==> config.mk <==
export PLATFORM = sky130hd
export DESIGN_NAME = sync_mutex_rr
export DESIGN_NICKNAME = d
export VERILOG_FILES = /design/src/rtl/sync_mutex_rr.sv
export SDC_FILE = /design/constraint.sdc
export NUM_CORES = 1
export LEC_CHECK = 0
export ABC_AREA = 1
export BUFFER_PORTS_ARGS = -buffer_cell sky130_fd_sc_hd__clkbuf_2
export CAP_MARGIN = 20
export CORE_AREA = 2 2 39 41
export DETAILED_ROUTE_END_ITERATION = 7
export DIE_AREA = 0 0 41 43
export HOLD_SLACK_MARGIN = 0.02
export PLACE_DENSITY = 0.71
export SKIP_CTS_REPAIR_TIMING = 1
export SYNTH_ARGS = -nofsm -noshare
export SYNTH_HDL_FRONTEND = slang
export SYNTH_SLANG_ARGS = --single-unit
export TNS_END_PERCENT = 20
==> constraint.sdc <==
create_clock -name clk -period 1.1 [get_ports clk]
set_input_delay 0 -clock clk [delete_from_list [all_inputs] [get_ports clk]]
set_output_delay 0 -clock clk [all_outputs]
set_load 0.01 [all_outputs]
==> src/rtl/sync_mutex_rr.sv <==
// -----------------------------------------------------------------------------
// sync_mutex_rr
//   N-way mutex guarding one shared resource. Level-sensitive requests, which
//   may come from unrelated clock domains, are synchronised into clk. Owners
//   are chosen round-robin. A grant can be revoked when it has been held for
//   TIMEOUT cycles and another requester is waiting. Owners are always
//   separated by at least two grant-free cycles.
//
// Parameters
//   N            number of requesters (>= 2)
//   SYNC_STAGES  synchroniser depth per request bit; 0 = req already in clk
//   TIMEOUT      maximum grant length in cycles; 0 = unlimited, else >= 2
//   IDW          owner index width (derived, not overridable)
//
// Ports
//   clk      clock, all state on the rising edge
//   rst_n    asynchronous active-low reset
//   req      [N]   level request per channel, held high while owned
//   gnt      [N]   registered one-hot (or zero) grant
//   owner    [IDW] index of current owner, valid only while busy
//   busy     1 while any grant bit is high
//   timeout  one-cycle pulse when a grant is revoked by timeout
// -----------------------------------------------------------------------------
module sync_mutex_rr #(
    parameter int N           = 2,
    parameter int SYNC_STAGES = 2,
    parameter int TIMEOUT     = 0,
    localparam int IDW        = $clog2(N)
) (
    input  logic           clk,
    input  logic           rst_n,
    input  logic [N-1:0]   req,
    output logic [N-1:0]   gnt,
    output logic [IDW-1:0] owner,
    output logic           busy,
    output logic           timeout
);

    // Hold counter only needs to reach TIMEOUT-1.
    localparam int CW = (TIMEOUT > 1) ? $clog2(TIMEOUT) : 1;
    localparam logic [CW-1:0]  CNT_MAX = (TIMEOUT > 0) ? CW'(TIMEOUT - 1) : '0;
    localparam logic [IDW:0]   N_W     = (IDW + 1)'(N);
    localparam logic [IDW-1:0] LAST_ID = IDW'(N - 1);

    typedef enum logic [1:0] {
        IDLE,
        GRANT,
        GUARD
    } state_t;

    state_t         state, state_d;
    logic [N-1:0]   req_s;
    logic [N-1:0]   elig;
    logic [N-1:0]   stale, stale_d;
    logic [N-1:0]   gnt_d;
    logic [IDW-1:0] owner_d;
    logic [IDW-1:0] ptr, ptr_d;
    logic [IDW-1:0] ptr_next_owner;
    logic [CW-1:0]  cnt, cnt_d;
    logic           busy_d;
    logic           timeout_d;
    logic           pick_found;
    logic [IDW-1:0] pick_idx;

    // ------------------------------------------------------------------
    // Request synchroniser
    // ------------------------------------------------------------------
    if (SYNC_STAGES == 0) begin : g_nosync
        assign req_s = req;
    end else begin : g_sync
        logic [N-1:0] sync_q [SYNC_STAGES];

        // NOTE: this flop array is a synchroniser chain, not a memory, so it
        // is reset like any other state; a stale 1 here after reset would be
        // seen as a live request.
        always_ff @(posedge clk or negedge rst_n) begin
            if (!rst_n) begin
                for (int i = 0; i < SYNC_STAGES; i++) sync_q[i] <= '0;
            end else begin
                sync_q[0] <= req;
                for (int i = 1; i < SYNC_STAGES; i++) sync_q[i] <= sync_q[i-1];
            end
        end

        assign req_s = sync_q[SYNC_STAGES-1];
    end

    // A revoked requester stays ineligible until it drops its request.
    assign elig = req_s & ~stale;

    // ------------------------------------------------------------------
    // Round-robin pick: first eligible channel scanning ptr, ptr+1, ...
    // ------------------------------------------------------------------
    always_comb begin
        logic [IDW:0] j;
        // NOTE: every variable driven here gets a default before any branch,
        // otherwise a path that skips the assignment infers a latch.
        pick_found = 1'b0;
        pick_idx   = '0;
        j          = '0;
        for (int k = 0; k < N; k++) begin
            j = {1'b0, ptr} + (IDW + 1)'(k);
            if (j >= N_W) j = j - N_W;
            if (!pick_found && elig[j[IDW-1:0]]) begin
                pick_found = 1'b1;
                pick_idx   = j[IDW-1:0];
            end
        end
    end

    assign ptr_next_owner = (owner == LAST_ID) ? '0 : owner + IDW'(1);

    // ------------------------------------------------------------------
    // Next-state / next-output logic
    // ------------------------------------------------------------------
    always_comb begin
        state_d   = state;
        gnt_d     = gnt;
        owner_d   = owner;
        busy_d    = busy;
        timeout_d = 1'b0;
        ptr_d     = ptr;
        cnt_d     = cnt;
        // Stale marks clear whenever the synchronised request is low.
        stale_d   = stale & req_s;

        unique case (state)
            IDLE: begin
                if (pick_found) begin
                    gnt_d           = '0;
                    gnt_d[pick_idx] = 1'b1;
                    owner_d         = pick_idx;
                    cnt_d           = '0;
                    busy_d          = 1'b1;
                    state_d         = GRANT;
                end
            end

            GRANT: begin
                if (!req_s[owner]) begin
                    // Release takes priority over a coincident revoke.
                    gnt_d   = '0;
                    busy_d  = 1'b0;
                    ptr_d   = ptr_next_owner;
                    state_d = GUARD;
                end else if (TIMEOUT > 0 && cnt == CNT_MAX && (elig & ~gnt) != '0) begin
                    // Revoke only when someone else is actually waiting.
                    gnt_d          = '0;
                    busy_d         = 1'b0;
                    timeout_d      = 1'b1;
                    stale_d[owner] = 1'b1;
                    ptr_d          = ptr_next_owner;
                    state_d        = GUARD;
                end else if (cnt != CNT_MAX) begin
                    cnt_d = cnt + CW'(1);
                end
            end

            GUARD: begin
                // One forced grant-free cycle before arbitrating again.
                state_d = IDLE;
            end

            default: begin
                gnt_d   = '0;
                busy_d  = 1'b0;
                state_d = IDLE;
            end
        endcase
    end

    // ------------------------------------------------------------------
    // State and output registers
    // ------------------------------------------------------------------
    // NOTE: sequential state uses non-blocking assignments so every register
    // samples the pre-edge values regardless of statement order.
    always_ff @(posedge clk or negedge rst_n) begin
        if (!rst_n) begin
            state   <= IDLE;
            gnt     <= '0;
            owner   <= '0;
            busy    <= 1'b0;
            timeout <= 1'b0;
            ptr     <= '0;
            cnt     <= '0;
            stale   <= '0;
        end else begin
            state   <= state_d;
            gnt     <= gnt_d;
            owner   <= owner_d;
            busy    <= busy_d;
            timeout <= timeout_d;
            ptr     <= ptr_d;
            cnt     <= cnt_d;
            stale   <= stale_d;
        end
    end

endmodule

After elaboration in Yosys (flattened, before gate mapping):

Index checks and enable logic that the tools add are counted.

* output and inout bits: 5
* input port bits: 4
* flip-flop bits (word level): 13

* equal/unequal tests: 4
* add/subtract/negate cells: 4
* order comparisons: 7
* bitwise gates (word level): 5
* muxes and demuxes: 24
* reduce and logical (&&, ||, !) cells: 8

Operators with widths (number)
* 2-to-1 mux 1 bit: 16
* less-than comparator 1 x 2 -> 1 bit, second input constant: 4
* 2-to-1 mux 2 bit: 4
* case mux 2 bit (3 select lines): 1
* AND reduction 2 bit: 3
* AND 2 bit: 2
* != test 2 bit, second input constant: 2
* case mux 2 bit (2 select lines): 1
* case mux 1 bit (3 select lines): 1
* AND reduction 3 bit: 1
* adder 1 x 1 -> 2 bit, second input constant: 1
* == test 2 x 1 -> 1 bit, second input constant: 1
* == test 2 bit, second input constant: 1
* >= comparator 1 x 2 -> 1 bit, second input constant: 1
* >= comparator 2 bit, second input constant: 1
* logical AND 1 bit: 2
* logical NOT 2 bit: 1
* inverter 1 bit: 2
* inverter 2 bit: 1
* subtractor 1 bit, second input constant: 2
* adder 1 bit, second input constant: 1
* demux 1 bit (select 1 bit): 1
* >= comparator 1 bit, second input constant: 1
* logical NOT 1 bit: 1

Longest topological paths before layout:

* depth in word-level cells: 14
* mapped depth: 7

Worst setup path after synthesis:

Ideal clock, no wire load.

* kind: reg2reg
* from: register owner
* to: register ptr
* cell stages (with the launch flop): 7
* path slack: 200 ps
* period minus slack after synthesis: 900 ps
* arrival time: 773 ps
* buffers on the path: 0
* data required time: 974 ps
* cells stage by stage: dfrtp_1 > inv_2 > nand2_2 > nand2_1 > nand2_1 > nand2_1 > o21ai_1

* word-level cells in the longest chain between the ends: 4
* elaborated cells between the ends (all ways): 6
* classes of those cells: 1 x add/sub; 3 x mux; 1 x bitwise; 1 x reduce/logical

RTL lines
* start, declared: line 34 `output logic [IDW-1:0] owner,`
* start signal, assigned: line 190 `owner <= owner_d;`
* 2-to-1 mux 1 bit (not written as such) (2 in a row): line 140 `if (!req_s[owner]) begin`
* inverter 1 bit (no line)
* AND reduction 2 bit (no line)
* end signal, assigned: line 193 `ptr <= ptr_d;`
* end, declared: line 57 `logic [IDW-1:0] ptr, ptr_d;`

Parallel ways exist; a longest one is shown, timed or not. The select of a mux whose other input is x is not followed.
A chain may end at the register's enable or synchronous reset.

Worst setup path after layout:

* from: register state[1]
* to: register gnt[0]

* word-level cells in the longest chain between the ends: 3
* elaborated cells between the ends (all ways): 8
* classes of those cells: 4 x eq/ne; 1 x mux; 1 x bitwise; 2 x reduce/logical

RTL lines
* start, declared: line 51 `state_t state, state_d;`
* start signal, assigned: line 188 `state <= state_d;`
* == test 2 x 1 -> 1 bit (tied with other cells): line 127 `unique case (state)`
* != test 2 bit (no line) or inverter 1 bit (tied branches)
* AND reduction 3 bit (no line)
* end signal, assigned: line 189 `gnt <= gnt_d;`
* end, declared: line 33 `output logic [N-1:0] gnt,`

Parallel ways exist; a longest one is shown, timed or not.

==> metrics.txt <==
status finished clean; largest area contributor in the netlist dfrtp_1; placed insts 80; TritonCTS clock tree yes; drt first pass iters 4; TritonCTS Buffers 3; met2 wire length approximately 360 µm; GRT Total Usage between 10% and 20%; Min-Delay Path Class input port to async pin; die height roughly 43 µm; CTS root buf clkbuf_4; DRC Markers 0; met3 wire length ~21 µm; post-synthesis sequential area ratio between 60 and 70%; first-pass GRT wire length roughly 1.2 mm; synthesized area roughly 540 µm²; Max Fclk between 1000 and 1500 MHz; RSZ-0062 raised after global routing no; setup TNS 0 ns; Initial Util roughly 39%; Skew-Pair Late Insertion Delay 0.27 ns; YS warnings 0; post-DP HPWL 573 µm; largest cells by area after synthesis dfrtp_1 (60%), nand2_1 (8.4%), inv_1 (7.7%), nand2_2 (7.0%), o21ai_2 (3.3%); Clock transition at path regs about 0.080 ns; antenna violations before repair 0; final slew viol count 0; Worst VDD drop 1370 µV; Final Cycle Share 87.4%; ports placed on the boundary 9; number of flops mapped to enable cells by yosys 0; worst setup path class flip-flop to flip-flop; vias in the first global route between 300 and 400; Ant. Diodes 0; syn_nets 62; Rows 14; skew final around 0.0016 ns; vias per inst just over 4; Port-buffer cells 7; design area 643 µm²; commonest non-fill, non-tap cell in the layout dfrtp_1; core area 1380 µm²; worst-path maximum fanout 3; nets 76; M1 WL around 350 µm; commonest cells after routing, fill and taps aside dfrtp_1 (13), nand2_1 (12), inv_1 (11), clkbuf_2 (7), nand2_2 (6); average cell area after synthesis between 9 and 10 µm²; DR iter-0 viols 6; Hold Violations, Final 0; post-synth top area share approximately three fifths; DR WL/cell 8.45 µm; worst endpoint required time around 1.3 ns; total global routing overflow 0; highest routed layer met3; Fillers between 100 and 150; final RePlAce weighted congestion approximately 0.76; Worst Path Arrival 1.13 ns; share of layout cells above drive strength 1 a little over a third; Final Setup Violations 0; Final Non-Filler Cells 87; die area approximately 1800 µm²; H-tree Lvls 1; Top FF cell, synth dfrtp_1; synthesis-to-layout area growth 19.5%; Startpoint Class flip-flop; drt total wl ~740 µm; placed cell areas a little under 600 µm²; Via Count roughly 350; clock tree buffer depth 2; pin count of the biggest net entering global routing 14; Post-Syn Instances 58; count of state elements after synthesis 13; crit end category flip-flop; Post-synth ARST share 100%; Max Cap Viol 0; Die W 41 µm; Leak Pwr around 0.37 nW; clk sinks 13; Unique masters post-synth 14; Post-DRT Antenna Nets 0; Power per Cell Area between 2000 and 2500 nW/µm²; Final min period 0.961 ns
## final timing paths
check                                            from              endpoint  slack [ns]  cells past startpoint
max reg2reg                      state[1]$_DFFE_PN0P_    gnt[0]$_DFFE_PN0P_        0.14                      6
max                              state[1]$_DFFE_PN0P_    gnt[0]$_DFFE_PN0P_        0.14                      6
max in group asynchronous                       rst_n  state[0]$_DFFE_PN0P_        0.71                      2
min in group clk           g_sync.sync_q[3]$_DFF_PN0_    req_s[1]$_DFF_PN0_        0.35                      0
min                                             rst_n    gnt[1]$_DFFE_PN0P_        0.15                      2
min reg2reg                g_sync.sync_q[3]$_DFF_PN0_    req_s[1]$_DFF_PN0_        0.35                      0
## metrics by stage
stage / worst slack, ns / utilization, % / hold slack [ns] / power [mW]
after floorplan: 0.200 / - / -0.296 / 1.14
after global placement: 0.157 / 42.3 / -0.0911 / 1.28
after detailed placement: 0.136 / 42.3 / -0.0919 / 1.30
after CTS: 0.119 / 44.3 / -0.385 / 1.58
after global routing: 0.0312 / 46.5 / 0.179 / 1.70
final: 0.139 / 46.5 / 0.152 / 1.57
## area by class of cell
type                    instances  area (µm²)  area share, %
flip-flops and latches         13         325           50.6
clock buffers                   3        22.5           3.50
inverters                      15        56.3           8.75
clock inverters                 1        5.00          0.778
multi-input cells              29         149           23.2
repair buffers                 10        65.1           10.1
well taps                      16        20.0           3.11
## critical path: stages (launching register included)
cell     delay (ns)
dfrtp_1        0.39
inv_1          0.10
nand2_2        0.06
nor2_1         0.11
o21ai_2        0.10
nand2_2        0.08
nor2_2         0.03
## synth_stat cells, types with 2 or more instances
cell,number
inv_1,11
nor2_1,2
o21ai_2,2
nand2_2,6
nor2_2,2
inv_2,4
nand2_1,12
dfrtp_1,13
## routing by layer
| layer | vias to the layer above | GRT usage [%] |
|---|---|---|
| li1 | 189 | - |
| met1 | 160 | 14.5 |
| met2 | 3 | 15.3 |
| met3 | 0 | 1.57 |
| met4 | 0 | 6.00 |
| met5 | - | 0 |
## report_power, final
group,switching (mW),leakage [nW],internal [mW]
sequential,0.0929,0.161,0.612
clock,0.151,0.0177,0.134
combinational,0.352,0.195,0.228
## logic make-up (layout without fill, tap and decap cells)
logic type             Yosys count  count (layout)  synth area share, %
AO/OA/AOI/OAI                    5               5                 6.04
buffers and inverters           16              29                 11.9
flip-flops                      13              13                 60.5
other                            1               1                0.697
AND/OR/NAND/NOR                 23              23                 20.9
## registers in the layout, summed over array words and instances, names as in the netlist
register,flops
busy,1
g_sync.sync_q,2
gnt,2
owner,1
ptr,1
req_s,2
stale,2
state,2
Note: power is estimated with default switching activity, not from simulation.
